### src/rtl/nubus_master_if.sv
// Bus-side and local handshake signals of the NuBus master sequencer.
// The master modport faces the sequencer; the slave modport faces whatever drives it.
interface nubus_master_if;
    logic [3:0] nub_idn;
    logic [3:0] nub_arbn;
    logic       nub_rqstn;
    logic       nub_startn;
    logic       nub_ackn;
    logic       nub_tm1n;
    logic       nub_tm0n;
    logic       mst_req;
    logic       slave_busy;
    logic       rqst_o;
    logic [3:0] arb_o;
    logic       start_o;
    logic       ad_oe_o;
    logic       mst_busy_o;
    logic       mstdn_o;
    logic       mst_done_o;
    logic       mst_timeout_o;
    logic [1:0] mst_status_o;

    modport master (
        input  nub_idn, nub_arbn, nub_rqstn, nub_startn, nub_ackn,
               nub_tm1n, nub_tm0n, mst_req, slave_busy,
        output rqst_o, arb_o, start_o, ad_oe_o, mst_busy_o, mstdn_o,
               mst_done_o, mst_timeout_o, mst_status_o
    );

    modport slave (
        output nub_idn, nub_arbn, nub_rqstn, nub_startn, nub_ackn,
               nub_tm1n, nub_tm0n, mst_req, slave_busy,
        input  rqst_o, arb_o, start_o, ad_oe_o, mst_busy_o, mstdn_o,
               mst_done_o, mst_timeout_o, mst_status_o
    );
endinterface

### src/rtl/nubus_master.sv
// NuBus master sequencer: arbitrates with the slot ID, waits for an idle bus,
// drives one START cycle, then waits for ACK or aborts on timeout.
module nubus_master #(
    parameter int ARB_SETTLE = 2,
    parameter int TIMEOUT    = 255,
    parameter int TO_W       = 8
) (
    input  logic              nub_clkn,
    input  logic              reset,
    nubus_master_if.master    bus
);
    localparam int SW = (ARB_SETTLE > 1) ? $clog2(ARB_SETTLE) : 1;

    typedef enum logic [2:0] {
        IDLE, REQ, CMP, WAITIDLE, START, DATA, DONE
    } state_t;

    state_t          state;
    logic [SW-1:0]   settle_cnt;
    logic [TO_W-1:0] to_cnt;
    logic            bus_busy;
    logic            lock;
    logic            lost;
    logic            seen_busy;

    wire start_seen = ~bus.nub_startn;
    wire ack_seen   = ~bus.nub_ackn;

    // Bus monitor: a START opens a transaction, any ACK closes it.
    // NOTE: state registers use non-blocking assignments so every block sees pre-edge values.
    always_ff @(posedge nub_clkn or posedge reset) begin
        if (reset)           bus_busy <= 1'b0;
        else if (ack_seen)   bus_busy <= 1'b0;
        else if (start_seen) bus_busy <= 1'b1;
    end

    always_ff @(posedge nub_clkn or posedge reset) begin
        if (reset)               lock <= 1'b0;
        else if (state == DONE)  lock <= 1'b1;
        else if (bus.nub_rqstn)  lock <= 1'b0;
    end

    always_ff @(posedge nub_clkn or posedge reset) begin
        if (reset) begin
            state             <= IDLE;
            settle_cnt        <= '0;
            to_cnt            <= '0;
            lost              <= 1'b0;
            seen_busy         <= 1'b0;
            bus.rqst_o        <= 1'b0;
            bus.arb_o         <= 4'h0;
            bus.start_o       <= 1'b0;
            bus.ad_oe_o       <= 1'b0;
            bus.mst_busy_o    <= 1'b0;
            bus.mstdn_o       <= 1'b0;
            bus.mst_done_o    <= 1'b0;
            bus.mst_timeout_o <= 1'b0;
            bus.mst_status_o  <= 2'b00;
        end else begin
            case (state)
                IDLE: begin
                    if (bus.mst_req && !lock) begin
                        state      <= REQ;
                        settle_cnt <= '0;
                        bus.rqst_o <= 1'b1;
                        bus.arb_o  <= ~bus.nub_idn;
                    end
                end
                REQ: begin
                    if (!bus.mst_req) begin
                        state      <= IDLE;
                        bus.rqst_o <= 1'b0;
                        bus.arb_o  <= 4'h0;
                    end else if (settle_cnt == SW'(ARB_SETTLE - 1)) begin
                        state <= CMP;
                        lost  <= 1'b0;
                    end else begin
                        settle_cnt <= settle_cnt + 1'b1;
                    end
                end
                CMP: begin
                    if (!bus.mst_req) begin
                        state      <= IDLE;
                        lost       <= 1'b0;
                        bus.rqst_o <= 1'b0;
                        bus.arb_o  <= 4'h0;
                    end else if (!lost) begin
                        if (bus.nub_arbn == bus.nub_idn) begin
                            state          <= WAITIDLE;
                            bus.mst_busy_o <= 1'b1;
                        end else begin
                            lost      <= 1'b1;
                            seen_busy <= 1'b0;
                            bus.arb_o <= 4'h0;
                        end
                    end else begin
                        // Re-arbitrate only after the winner's transaction has come and gone.
                        if (bus_busy) seen_busy <= 1'b1;
                        if (seen_busy && !bus_busy) begin
                            state      <= REQ;
                            lost       <= 1'b0;
                            settle_cnt <= '0;
                            bus.arb_o  <= ~bus.nub_idn;
                        end
                    end
                end
                WAITIDLE: begin
                    if (!bus_busy && !bus.slave_busy && !start_seen) begin
                        state       <= START;
                        to_cnt      <= '0;
                        bus.start_o <= 1'b1;
                        bus.ad_oe_o <= 1'b1;
                        bus.rqst_o  <= 1'b0;
                        bus.arb_o   <= 4'h0;
                    end
                end
                START: begin
                    state       <= DATA;
                    to_cnt      <= '0;
                    bus.start_o <= 1'b0;
                    bus.ad_oe_o <= 1'b0;
                end
                DATA: begin
                    if (to_cnt != TO_W'(TIMEOUT)) to_cnt <= to_cnt + 1'b1;
                    if (ack_seen) begin
                        state            <= DONE;
                        bus.mst_status_o <= ~{bus.nub_tm1n, bus.nub_tm0n};
                        bus.mstdn_o      <= 1'b1;
                        bus.mst_done_o   <= 1'b1;
                    end else if (to_cnt == TO_W'(TIMEOUT - 1)) begin
                        state             <= DONE;
                        bus.mst_status_o  <= 2'b11;
                        bus.mst_timeout_o <= 1'b1;
                        bus.mstdn_o       <= 1'b1;
                        bus.mst_done_o    <= 1'b1;
                    end
                end
                DONE: begin
                    state             <= IDLE;
                    bus.mstdn_o       <= 1'b0;
                    bus.mst_done_o    <= 1'b0;
                    bus.mst_timeout_o <= 1'b0;
                    bus.mst_busy_o    <= 1'b0;
                end
                default: state <= IDLE;
            endcase
        end
    end
endmodule
### src/flat_wrapper.sv
// flat-port wrapper written by rule: the top's interface ports become plain ports
module nubus_master_flat 
#(
    parameter int ARB_SETTLE = 2,
    parameter int TIMEOUT    = 255,
    parameter int TO_W       = 8
)
  (nub_clkn, reset, bus_nub_idn, bus_nub_arbn, bus_nub_rqstn, bus_nub_startn, bus_nub_ackn, bus_nub_tm1n, bus_nub_tm0n, bus_mst_req, bus_slave_busy, bus_rqst_o, bus_arb_o, bus_start_o, bus_ad_oe_o, bus_mst_busy_o, bus_mstdn_o, bus_mst_done_o, bus_mst_timeout_o, bus_mst_status_o);
  nubus_master_if bus_i ();
  input  logic nub_clkn;
  input  logic reset;
  input wire logic [$bits(bus_i.nub_idn)-1:0] bus_nub_idn;
  input wire logic [$bits(bus_i.nub_arbn)-1:0] bus_nub_arbn;
  input wire logic [$bits(bus_i.nub_rqstn)-1:0] bus_nub_rqstn;
  input wire logic [$bits(bus_i.nub_startn)-1:0] bus_nub_startn;
  input wire logic [$bits(bus_i.nub_ackn)-1:0] bus_nub_ackn;
  input wire logic [$bits(bus_i.nub_tm1n)-1:0] bus_nub_tm1n;
  input wire logic [$bits(bus_i.nub_tm0n)-1:0] bus_nub_tm0n;
  input wire logic [$bits(bus_i.mst_req)-1:0] bus_mst_req;
  input wire logic [$bits(bus_i.slave_busy)-1:0] bus_slave_busy;
  output wire logic [$bits(bus_i.rqst_o)-1:0] bus_rqst_o;
  output wire logic [$bits(bus_i.arb_o)-1:0] bus_arb_o;
  output wire logic [$bits(bus_i.start_o)-1:0] bus_start_o;
  output wire logic [$bits(bus_i.ad_oe_o)-1:0] bus_ad_oe_o;
  output wire logic [$bits(bus_i.mst_busy_o)-1:0] bus_mst_busy_o;
  output wire logic [$bits(bus_i.mstdn_o)-1:0] bus_mstdn_o;
  output wire logic [$bits(bus_i.mst_done_o)-1:0] bus_mst_done_o;
  output wire logic [$bits(bus_i.mst_timeout_o)-1:0] bus_mst_timeout_o;
  output wire logic [$bits(bus_i.mst_status_o)-1:0] bus_mst_status_o;
  assign bus_i.nub_idn = bus_nub_idn;
  assign bus_i.nub_arbn = bus_nub_arbn;
  assign bus_i.nub_rqstn = bus_nub_rqstn;
  assign bus_i.nub_startn = bus_nub_startn;
  assign bus_i.nub_ackn = bus_nub_ackn;
  assign bus_i.nub_tm1n = bus_nub_tm1n;
  assign bus_i.nub_tm0n = bus_nub_tm0n;
  assign bus_i.mst_req = bus_mst_req;
  assign bus_i.slave_busy = bus_slave_busy;
  assign bus_rqst_o = bus_i.rqst_o;
  assign bus_arb_o = bus_i.arb_o;
  assign bus_start_o = bus_i.start_o;
  assign bus_ad_oe_o = bus_i.ad_oe_o;
  assign bus_mst_busy_o = bus_i.mst_busy_o;
  assign bus_mstdn_o = bus_i.mstdn_o;
  assign bus_mst_done_o = bus_i.mst_done_o;
  assign bus_mst_timeout_o = bus_i.mst_timeout_o;
  assign bus_mst_status_o = bus_i.mst_status_o;
  nubus_master #(.ARB_SETTLE(ARB_SETTLE), .TIMEOUT(TIMEOUT), .TO_W(TO_W)) u_core (.nub_clkn(nub_clkn), .reset(reset), .bus(bus_i));
endmodule
### config.mk
export PLATFORM = sky130hd
export DESIGN_NAME = nubus_master_flat
export DESIGN_NICKNAME = d
export VERILOG_FILES = /design/src/rtl/nubus_master_if.sv /design/src/rtl/nubus_master.sv /design/src/flat_wrapper.sv
export SDC_FILE = /design/constraint.sdc
export NUM_CORES = 1
export LEC_CHECK = 0
export CAP_MARGIN = 20
export CORE_ASPECT_RATIO = 0.9
export CORE_MARGIN = 2
export CORE_UTILIZATION = 54
export CTS_BUF_LIST = sky130_fd_sc_hd__clkbuf_4 sky130_fd_sc_hd__clkbuf_8
export DETAILED_ROUTE_END_ITERATION = 6
export PLACE_DENSITY = 0.9
export SLEW_MARGIN = 15
export SYNTH_ARGS = -nofsm -noshare
export SYNTH_HDL_FRONTEND = slang
export SYNTH_SLANG_ARGS = --single-unit
### constraint.sdc
create_clock -name nub_clkn -period 2.18 [get_ports nub_clkn]
set_input_delay 0.654 -clock nub_clkn [delete_from_list [all_inputs] [get_ports nub_clkn]]
set_output_delay 0.654 -clock nub_clkn [all_outputs]
set_load 0.05 [all_outputs]
### Yosys cells after proc, flatten, opt, wreduce, memory -nomap -nowiden

Cells that the tools add are included.

| operators by class | value |
|---|---|
| add/sub/neg operators | 2 |
| reductions and logical operators | 30 |
| bitwise operators | 2 |
| eq/ne operators | 32 |
| multiplexer cells | 60 |

Operators by type and width:

| cell | count |
|---|---|
| 3-bit 2-to-1 mux | 10 |
| 1-bit 2-to-1 mux | 29 |
| 4-bit 2-to-1 mux | 7 |
| 8-bit one-hot mux with 3 select lines | 1 |
| 2-bit by 1-bit inequality test with 1-bit output, second input constant | 11 |
| 3-bit one-hot mux with 6 select lines | 1 |
| 6-bit AND reduction | 3 |
| 8-bit 2-to-1 mux | 2 |
| 4-bit one-hot mux with 4 select lines | 1 |
| 2-bit inequality test, second input constant | 7 |
| 4-bit AND reduction | 3 |
| 1-bit one-hot mux with 2 select lines | 5 |
| 2-bit nonzero test | 5 |
| 3-bit equality test, second input constant | 3 |
| 3-bit AND reduction | 3 |
| 3-bit nonzero test | 3 |
| 8-bit by 1-bit adder with 8-bit output, second input constant | 1 |
| 8-bit equality test, second input constant | 1 |
| 8-bit inequality test, second input constant | 1 |
| 3-bit by 2-bit equality test with 1-bit output, second input constant | 2 |
| 3-bit by 2-bit inequality test with 1-bit output, second input constant | 2 |
| 1-bit one-hot mux with 3 select lines | 2 |
| 2-bit AND reduction | 3 |
| 4-bit equality test | 1 |
| other kinds (13) | 19 |

| word-level totals | value |
|---|---|
| output and inout port bits | 13 |
| input bits | 17 |
| logic and storage cells | 140 |
| flip-flop bits (word level) | 27 |

### Longest topological paths before layout

Gate-level depths: netlist of the first run.

| depth | value |
|---|---|
| depth in word-level cells | 6 |
| gate-level depth with buffers | 7 |
| gate-level depth less buffers | 7 |

### Least setup slack after synthesis of the first run

No wires, ideal clock.

| timing | value |
|---|---|
| kind | input-to-reg |
| start point | in bus_mst_req |
| end point | reg u_core.bus.arb_o[0] |
| arrival | 1724 ps |
| required time | 2055 ps |
| cell stages on the path | 6 |
| buffers on the path | 1 |
| slack | 331 ps |
| library setup time | 125 ps |
| path through | buf_2 nor2b_2 and3_4 nand2_1 nand3_4 mux2_4 |

| on the way | value |
|---|---|
| word-level cells in the longest chain between the ends | 3 |
| elaborated cells between the ends (all ways) | 8 |

Ends and longest elaborated chain:

| what | line | RTL |
|---|---|---|
| start: declaration | flat_wrapper.sv:19 | `input wire logic [$bits(bus_i.mst_req)-1:0] bus_mst_req;` |
| 1-bit logical AND | nubus_master.sv:62 | `if (bus.mst_req && !lock) begin` |
| 2-bit by 1-bit inequality test with 1-bit output (no line) | -- |  |
| 6-bit AND reduction (no line) | -- |  |
| end signal: assignment | nubus_master.sv:66 | `bus.arb_o <= ~bus.nub_idn;` |
| end signal: assignment | nubus_master.sv:103 | `bus.arb_o <= ~bus.nub_idn;` |
| end: declaration | nubus_master_if.sv:26 | `output rqst_o, arb_o, start_o, ad_oe_o, mst_busy_o, mstdn_o,` |

Several ways; a longest one is shown, not always the timed one.
A chain may end at the register's enable or synchronous reset.

### Final worst setup path of the first run

| timing | value |
|---|---|
| start point | in bus_nub_idn[1] |
| end point | reg u_core.bus.arb_o[1] |

| on the way | value |
|---|---|
| word-level cells in the longest chain between the ends | 5 |
| elaborated cells between the ends (all ways) | 9 |

Ends and longest elaborated chain:

| what | line | RTL |
|---|---|---|
| start: declaration | flat_wrapper.sv:12 | `input wire logic [$bits(bus_i.nub_idn)-1:0] bus_nub_idn;` |
| 4-bit NOT | nubus_master.sv:66, nubus_master.sv:103 |  |
| 4-bit 2-to-1 mux | nubus_master.sv:99 | `if (seen_busy && !bus_busy) begin` |
| 4-bit 2-to-1 mux | nubus_master.sv:87 | `end else if (!lost) begin` |
| 4-bit 2-to-1 mux | nubus_master.sv:82 | `if (!bus.mst_req) begin` |
| 4-bit one-hot mux with 4 select lines | nubus_master.sv:60 | `case (state)` |

Several ways; a longest one is shown, not always the timed one. The select of a mux whose other input is x is not followed.

==> metrics.csv, run 1 <==
metric;value;unit
slew_headroom;0.657;
detailed_place_hpwl;2.86;mm
wire_per_inst;14.8;um
viasPerCell;5.53;
worst_pin_slew;0.517;ns
die_y;56.1;um
drtAntennaViolNets;0;
max-vdd-ir-drop;0.000736;V
grt_usage;0.237;
setup_viol;0;
final_core_util;0.727;
ios;30;
path_class;in -> reg;
finalPower;2.24;mW
cts_tree;done;
overflow;0;
skew;0.00353;ns
antenna_found_initial;0;
grt_max_degree;28;
fillers;200;
gp_congestion;0.881;
crit_required;2.41;ns
drive_above_1_share;0.230;
hold_path_class;reg -> reg;
worst_ep_arrival_time;2.22;ns
rsz0062_at_grt;no;
ys_top_cells_by_area;dfrtp_1 42%, nor2_1 4.4%, xor2_1 4.3%;
h-tree-depth;1;
clk_latency;0.33;ns
portBuffers;29;
cts-resized-gates;6;
drt_iter0_drc;48;
cts_buffers;3;
hold_viol;0;
synthesis.instances;163;
num_vias;1349;
power_density;1090;nW/um2
clock_path_buffers;2;
synth_flop_cell;dfrtp_1;
end_kind;register;
num_rows;18;
syn_nets;182;
die_width;61.9;um
fin_crit_sh;0.912;
max_freq;503;MHz
regArea;676;um2
clock-root-buffer;clkbuf_4;
status;completed;
synthDistinctLibCells;50;
start_util;0.578;
syn-cell-area;1630;um2
max-cap-violations;0;
period_minus_slack;1.99;ns
power_leakage;0.936;nW
fin_ws;0.192;ns
postCtsHoldBufs;0;
dp_slack;-0.185;ns
area_growth;25.8;%
grt_pass1_vias;1342;
n_antenna_cell;0;
fp.coreArea;2820;um2
maxSlewViolCount;0;
synth_top_area_frac;0.415;
path_max_fanout;4;
seq_area_frac_synth;0.415;
final.setup.tns;0;ns
drtPass1Iterations;4;
ys.warnings.count;0;
synth_edf_count;0;
clk_pin_slew;0.14;ns
cts_setup_buffers;0;
synth_top_cells_by_count;27 x dfrtp_1, 19 x nor2_1, 15 x nand2_1;
grt_pass1_wl;6.19;mm
synth-seq-cells;27;
avgSynthCellArea;9.98;um2
route.detailed.drc;0;
clock_sinks;27;
synth_top_area_cell;dfrtp_1;
cp-start-kind;primary input;
instances_no_fill;244;
dieArea;3470;um2
placed_cells;240;
synth.most_common_cell;dfrtp_1;
fin_nets;224;
wirelength;3.61;mm
multi_input_area;881;um2
async_flop_share;1.00;
critical path: stages:
cell	delay, ns
clkdlybuf4s50_1	0.44
xor2_1	0.19
nor4_2	0.30
nand3_1	0.18
nand3_4	0.16
mux2_4	0.31
cell families (layout without fill, tap and decap cells):
| group | count (synthesis) | after routing | share of synthesized area |
|---|---|---|---|
| simple gates | 71 | 71 | 0.263 |
| mux | 6 | 6 | 0.0500 |
| compound gates | 32 | 32 | 0.159 |
| buf+inv | 15 | 56 | 0.0431 |
| xor+xnor | 10 | 10 | 0.0538 |
| fa+ha+maj | 2 | 2 | 0.0154 |
| flops | 27 | 27 | 0.415 |
cell type report:
cell class / count / area share
clock buffers: 3 / 0.0110
clock inverters: 1 / 0.00244
inverters: 8 / 0.0147
multi-input cells: 121 / 0.430
flip-flops and latches: 27 / 0.330
well taps: 40 / 0.0244
repair buffers: 44 / 0.187
metal layers:
layer	vias to the layer above	global-route usage	part of all wire
met5	-	0	0
met4	0	0.0486	0.012
li1	653	-	-
met1	666	0.332	0.45
met3	4	0.0558	0.035
met2	26	0.373	0.50
worst paths after layout:
check / start / end / slack [ns] / cells after the start
min in group asynchronous: reset / u_core.bus.arb_o[1] / 0.66 / 3
worst max register to register: u_core.state[1] / u_core.to_cnt[7] / 0.28 / 5
max in group asynchronous: reset / u_core.state[2] / 1.27 / 3
worst min register to register: u_core.seen_busy / u_core.seen_busy / 0.52 / 1
worst min-delay path: u_core.seen_busy / u_core.seen_busy / 0.52 / 1
worst max-delay path: bus_nub_idn[1] / u_core.bus.arb_o[1] / 0.19 / 6
cell usage in the layout (no fill, tap or decap), drive strengths merged, types with 2 or more instances in the layout:
cell / n
dfrtp: 27
buf: 21
nor2: 20
clkdlybuf4s50: 16
nand2: 16
xor2: 8
inv: 8
o21ai: 6
dlygate4sd2: 6
nand2b: 5
nor2b: 5
nand3: 5
mux2: 5
nand4: 4
a21o: 4
a22o: 4
nor3: 4
nand3b: 4
clkbuf: 3
a21oi: 3
o22ai: 2
xnor2: 2
o211ai: 2
a21boi: 2
ha: 2
and3: 2
a2bb2oi: 2
nor4: 2
metrics by stage:
step | hold WS, ns | cell area (um2)
detailed placement | 0.492 | 2020
global route | 0.554 | 2050
global placement | 0.485 | 2020
finish | 0.521 | 2050
floorplan | 0.467 | 1630
CTS | 0.525 | 2040
power breakdown:
part / internal, mW / total [mW] / switching (mW) / leakage [nW]
clock network: 0.0690 / 0.221 / 0.151 / 0.0177
logic: 0.508 / 1.24 / 0.727 / 0.574
registers: 0.627 / 0.781 / 0.154 / 0.344
sequential cells by signal (all words and copies together), names as in the netlist:
register and count:
u_core.state 3, u_core.lock 1, u_core.seen_busy 1, u_core.bus.mst_timeout_o 1, u_core.to_cnt 8, u_core.settle_cnt 1, u_core.bus.mst_busy_o 1, u_core.bus.arb_o 4
u_core.bus.mst_status_o 2, u_core.lost 1, u_core.bus_busy 1, u_core.bus.mstdn_o 1, u_core.bus.rqst_o 1, u_core.bus.start_o 1
No activity file was read; power rests on OpenSTA's default activity.
==> run 2: changes to the inputs <==
- CORE_UTILIZATION: 54 -> 49
- PLACE_DENSITY: 0.9 -> 0.87
- clock period: 2.18 -> 1.8 ns (I/O delays scaled with it)
==> run 2 against run 1 <==
Global-route usage grew 0.30 points. Clock power grew 62%. Clock skew shrank 0.00061 ns. Utilization grew 0.33 points. Hold slack gained 0.0026 ns. Sequential cell count is the same. Count of clock-buffer cells in the layout grew 1. Non-clock buffer count grew 13.
==> metrics.csv, run 2 (same netlist as run 1, synthesis figures left out) <==
metric;value;unit
cts_buffers;3;
fin_crit_sh;0.984;
grt_usage;0.240;
wirelength;4.24;mm
start_util;0.522;
max-cap-violations;0;
portBuffers;29;
hold_path_class;reg -> reg;
power_density;1380;nW/um2
slew_headroom;0.772;
layout_commonest_cell;buf_4;
drt_iter0_drc;79;
clock-root-buffer;clkbuf_8;
die_y;58.7;um
dieArea;3800;um2
status;completed;
worst_pin_slew;0.342;ns
num_rows;19;
final_core_util;0.730;
grt_max_degree;28;
skew;0.00292;ns
grt_pass1_vias;1505;
drive_above_1_share;0.350;
power_leakage;1.06;nW
detailed_place_hpwl;3.01;mm
mostFrequentLayoutCells;34 x buf_4, 25 x dfrtp_1, 18 x nor2_1, 15 x nand2_1;
gp_congestion;0.847;
clock_path_buffers;2;
largest_reg_flops;8;
h-tree-depth;1;
fin_hold_ws;0.523;ns
ios;30;
num_vias;1408;
route.detailed.drc;0;
hold_viol;0;
finalPower;3.13;mW
fin_nets;237;
period_minus_slack;1.77;ns
wire_per_inst;16.4;um
largest_register;u_core.to_cnt;
overflow;0;
path_max_fanout;2;
grt_pass1_wl;6.97;mm
drtAntennaViolNets;0;
final.setup.tns;0;ns
area_growth;39.8;%
drtPass1Iterations;4;
cts_tree;done;
clk_latency;0.27;ns
die_width;64.7;um
largestRegisters;u_core.to_cnt (8), u_core.bus.arb_o (4), u_core.state (3);
end_kind;register;
postCtsHoldBufs;0;
maxSlewViolCount;0;
n_antenna_cell;0;
path_class;in -> reg;
setup_viol;0;
clk_pin_slew;0.09;ns
viasPerCell;5.44;
fp.coreArea;3110;um2
cp-start-kind;primary input;
max_freq;565;MHz
max-vdd-ir-drop;0.000629;V
crit_required;1.96;ns
clock_sinks;27;
antenna_found_initial;0;
worst_ep_arrival_time;1.93;ns
## run 2: cell count changes in the layout (fill, tap and decap cells not counted), sizes merged
cell / before / now
dlygate4sd2: 6 / 5
buf: 21 / 41
clkinv: 1 / 0
clkdlybuf4s50: 16 / 5
clkdlybuf4s15: 0 / 4
clkbuf: 3 / 6
dlymetal6s2s: 1 / 0
## run 2: routing by layer
layer,wire [um],global-route usage
met5,0,0
met4,71,0.0851
met3,173,0.0382
met1,1640,0.269
met2,2350,0.462
## run 2: repair_timing
item,4_1_cts,5_1_grt
endpoints found under the setup margin,13,8
resized for setup,14,15
setup buffers,2,1
endpoints found under the hold margin,0,0
cloned,0,0
pin swaps,8,5
## run 2: final cells by class
class | instances | area [um2]
inverter | 8 | 30.0
sequential | 27 | 678
fill | 222 | 840
multi-input combinational | 121 | 926
clock buffer | 4 | 48.8
tap | 42 | 52.6
timing repair buffer | 57 | 539
## run 2: final timing paths
path / startpoint / to / slack (ns) / cells past startpoint
hold / removal: u_core.seen_busy / u_core.seen_busy / 0.52 / 1
setup / recovery: bus_nub_arbn[1] / u_core.state[0] / 0.03 / 7
hold reg to reg: u_core.seen_busy / u_core.seen_busy / 0.52 / 1
min in group asynchronous: reset / u_core.to_cnt[1] / 0.62 / 3
max in group asynchronous: reset / u_core.state[1] / 0.91 / 3
setup reg to reg: u_core.state[1] / u_core.bus.arb_o[0] / 0.11 / 5
## run 2: where the power goes
part           switching [mW]  total [mW]  internal, mW  leakage (nW)
Combinational           0.951        1.79         0.842         0.691
Clock                   0.183       0.357         0.174        0.0262
Sequential              0.219       0.984         0.765         0.342
## run 2: metrics by stage
stage / setup slack, ns / instances / area, um2
floorplan: 0.0651 / 163 / 1630
global placement: -0.426 / 252 / 2170
detailed placement: -0.505 / 252 / 2170
CTS: 0.00561 / 258 / 2240
global route: -0.0395 / 259 / 2270
finish: 0.0287 / 259 / 2270
## run 2: worst max-delay path, stage by stage
cell             delay, ns
clkdlybuf4s15_1       0.18
xor2_1                0.17
nor4_2                0.26
buf_4                 0.17
nand3b_4              0.14
o2111ai_4             0.13
mux2_4                0.33
==> run 3: changes to the inputs <==
- CORE_ASPECT_RATIO: 0.9 -> 1.75
- HOLD_SLACK_MARGIN: default -> 0.03
==> run 3 against run 2 <==
The run now ends with setup timing left. Register-to-register slack lost 0.08 ns. Cell count grew 0.77%. Maximum frequency shrank 1.7%. Routed wire length grew 10%. Design area grew 2.5%. Largest power group unchanged. First-iteration DRC count shrank 49%. Worst setup slack lost 0.030 ns. Sequential cell count is the same. Total power grew 2.6%. Non-clock buffer count grew 1. Die area grew 0.45%. Global-route usage grew 1.3 points.
==> metrics.csv, run 3 (same netlist as run 1, synthesis figures left out) <==
metric;value;unit
clk_pin_slew;0.10;ns
cts_tree;done;
drtAntennaViolNets;0;
n_antenna_cell;0;
largestRegisters;u_core.to_cnt (8), u_core.bus.arb_o (4), u_core.state (3);
regArea;677;um2
max-vdd-ir-drop;0.000917;V
drive_above_1_share;0.353;
path_class;in -> reg;
drtPass1Iterations;4;
detailed_place_hpwl;3.19;mm
maxSlewViolCount;0;
fp.coreArea;3180;um2
ios;30;
dieArea;3810;um2
viasPerCell;5.71;
end_kind;register;
cp-start-kind;primary input;
crit_top_cell;buf_4;
worst_ep_arrival_time;1.98;ns
slew_headroom;0.756;
fin_ws;-0.00164;ns
wire_per_inst;17.9;um
max_freq;555;MHz
postCtsHoldBufs;0;
antenna_found_initial;0;
die_y;80.2;um
drt_iter0_drc;40;
portBuffers;29;
fin_hold_ws;0.518;ns
layout_commonest_cell;buf_4;
start_util;0.512;
violations;setup timing;
cp_cell_sequence;clkdlybuf4s15_1 > xor2_2 > nor4_4 > nand3_2 > buf_4 > buf_4 > a21boi_0;
mostFrequentLayoutCells;32 x buf_4, 26 x dfrtp_1, 19 x nor2_1, 14 x nand2_1;
critPathSlowestCell;nor4_4;
overflow;0;
cts_buffers;3;
fin_nets;238;
hold_viol;0;
final_core_util;0.734;
clock_sinks;27;
clk_latency;0.28;ns
grt_pass1_vias;1605;
multi_input_area;951;um2
period_minus_slack;1.80;ns
grt_max_degree;28;
route.detailed.drc;0;
hold_path_class;reg -> reg;
die_width;47.6;um
grt_usage;0.253;
path_max_fanout;2;
status;finished with violations;
crit_required;1.98;ns
power_leakage;1.09;nW
grt_pass1_wl;7.03;mm
largest_reg_flops;8;
final.setup.tns;-0.00164;ns
worst_path_largest_cell_delay;0.33;ns
fillers;223;
num_vias;1490;
largest_register;u_core.to_cnt;
wirelength;4.67;mm
power_density;1380;nW/um2
h-tree-depth;1;
area_growth;43.3;%
fin_crit_sh;1.00;
setup_viol;1;
clock-root-buffer;clkbuf_8;
num_rows;27;
worst_pin_slew;0.366;ns
skew;0.00540;ns
max-cap-violations;0;
clock_path_buffers;2;
gp_congestion;0.943;
[run 3: cell count changes in the layout (fill, tap and decap cells not counted), moves of 2 or more]
cell,delta
buf_4,-2
buf_6,+2
clkbuf_2,-2
dlygate4sd2_1,+3
[run 3: layout make-up]
type                    count  share of cell area
well taps                  43              0.0231
repair buffers             58               0.246
inverters                   8              0.0129
flip-flops and latches     27               0.290
clock buffers               3              0.0177
multi-input cells         121               0.408
clock inverters             1             0.00215
[run 3: power breakdown]
group | switching [mW] | internal, mW | leakage (nW)
Clock | 0.199 | 0.155 | 0.0255
Sequential | 0.229 | 0.763 | 0.343
Combinational | 0.983 | 0.887 | 0.717
[run 3: layer usage]
layer / routed length (um) / up-vias / GRT usage
met1: 1680 / 740 / 0.261
met4: 173 / 0 / 0.141
met2: 2650 / 61 / 0.451
li1: - / 675 / -
met3: 166 / 14 / 0.0360
met5: 0 / - / 0
[run 3: metrics by stage]
| stage | total power, mW | setup WS (ns) | instance area [um2] | std cells |
|---|---|---|---|---|
| floorplan | 2.03 | 0.0651 | 1630 | 163 |
| detailed placement | 2.73 | -0.490 | 2180 | 252 |
| global route | 3.35 | -0.0436 | 2330 | 261 |
| finish | 3.22 | -0.00164 | 2330 | 261 |
| CTS | 3.12 | 0.0162 | 2280 | 260 |
| global placement | 2.66 | -0.407 | 2180 | 252 |
[run 3: final timing paths]
kind	start	end	slack [ns]	cells after the start
worst max register to register	u_core.state[0]	u_core.bus.mst_busy_o	0.03	6
worst min register to register	u_core.seen_busy	u_core.seen_busy	0.52	1
worst max-delay path	bus_nub_idn[0]	u_core.bus.mst_busy_o	-0.002	7
worst min-delay path	u_core.seen_busy	u_core.seen_busy	0.52	1
min in group asynchronous	reset	u_core.bus.arb_o[1]	0.62	3
max in group asynchronous	reset	u_core.state[0]	0.89	3
[run 3: worst max-delay path, delay by kind of cell]
family,cells,cell delay (ns)
compound gates,1,0.21
xor+xnor,1,0.21
buf+inv,3,0.52
simple gates,2,0.51
[run 3: what timing repair did]
item,CTS,global route
setup buffers,4,1
setup endpoints to repair,13,7
resized for setup,19,11
pin swaps,10,5
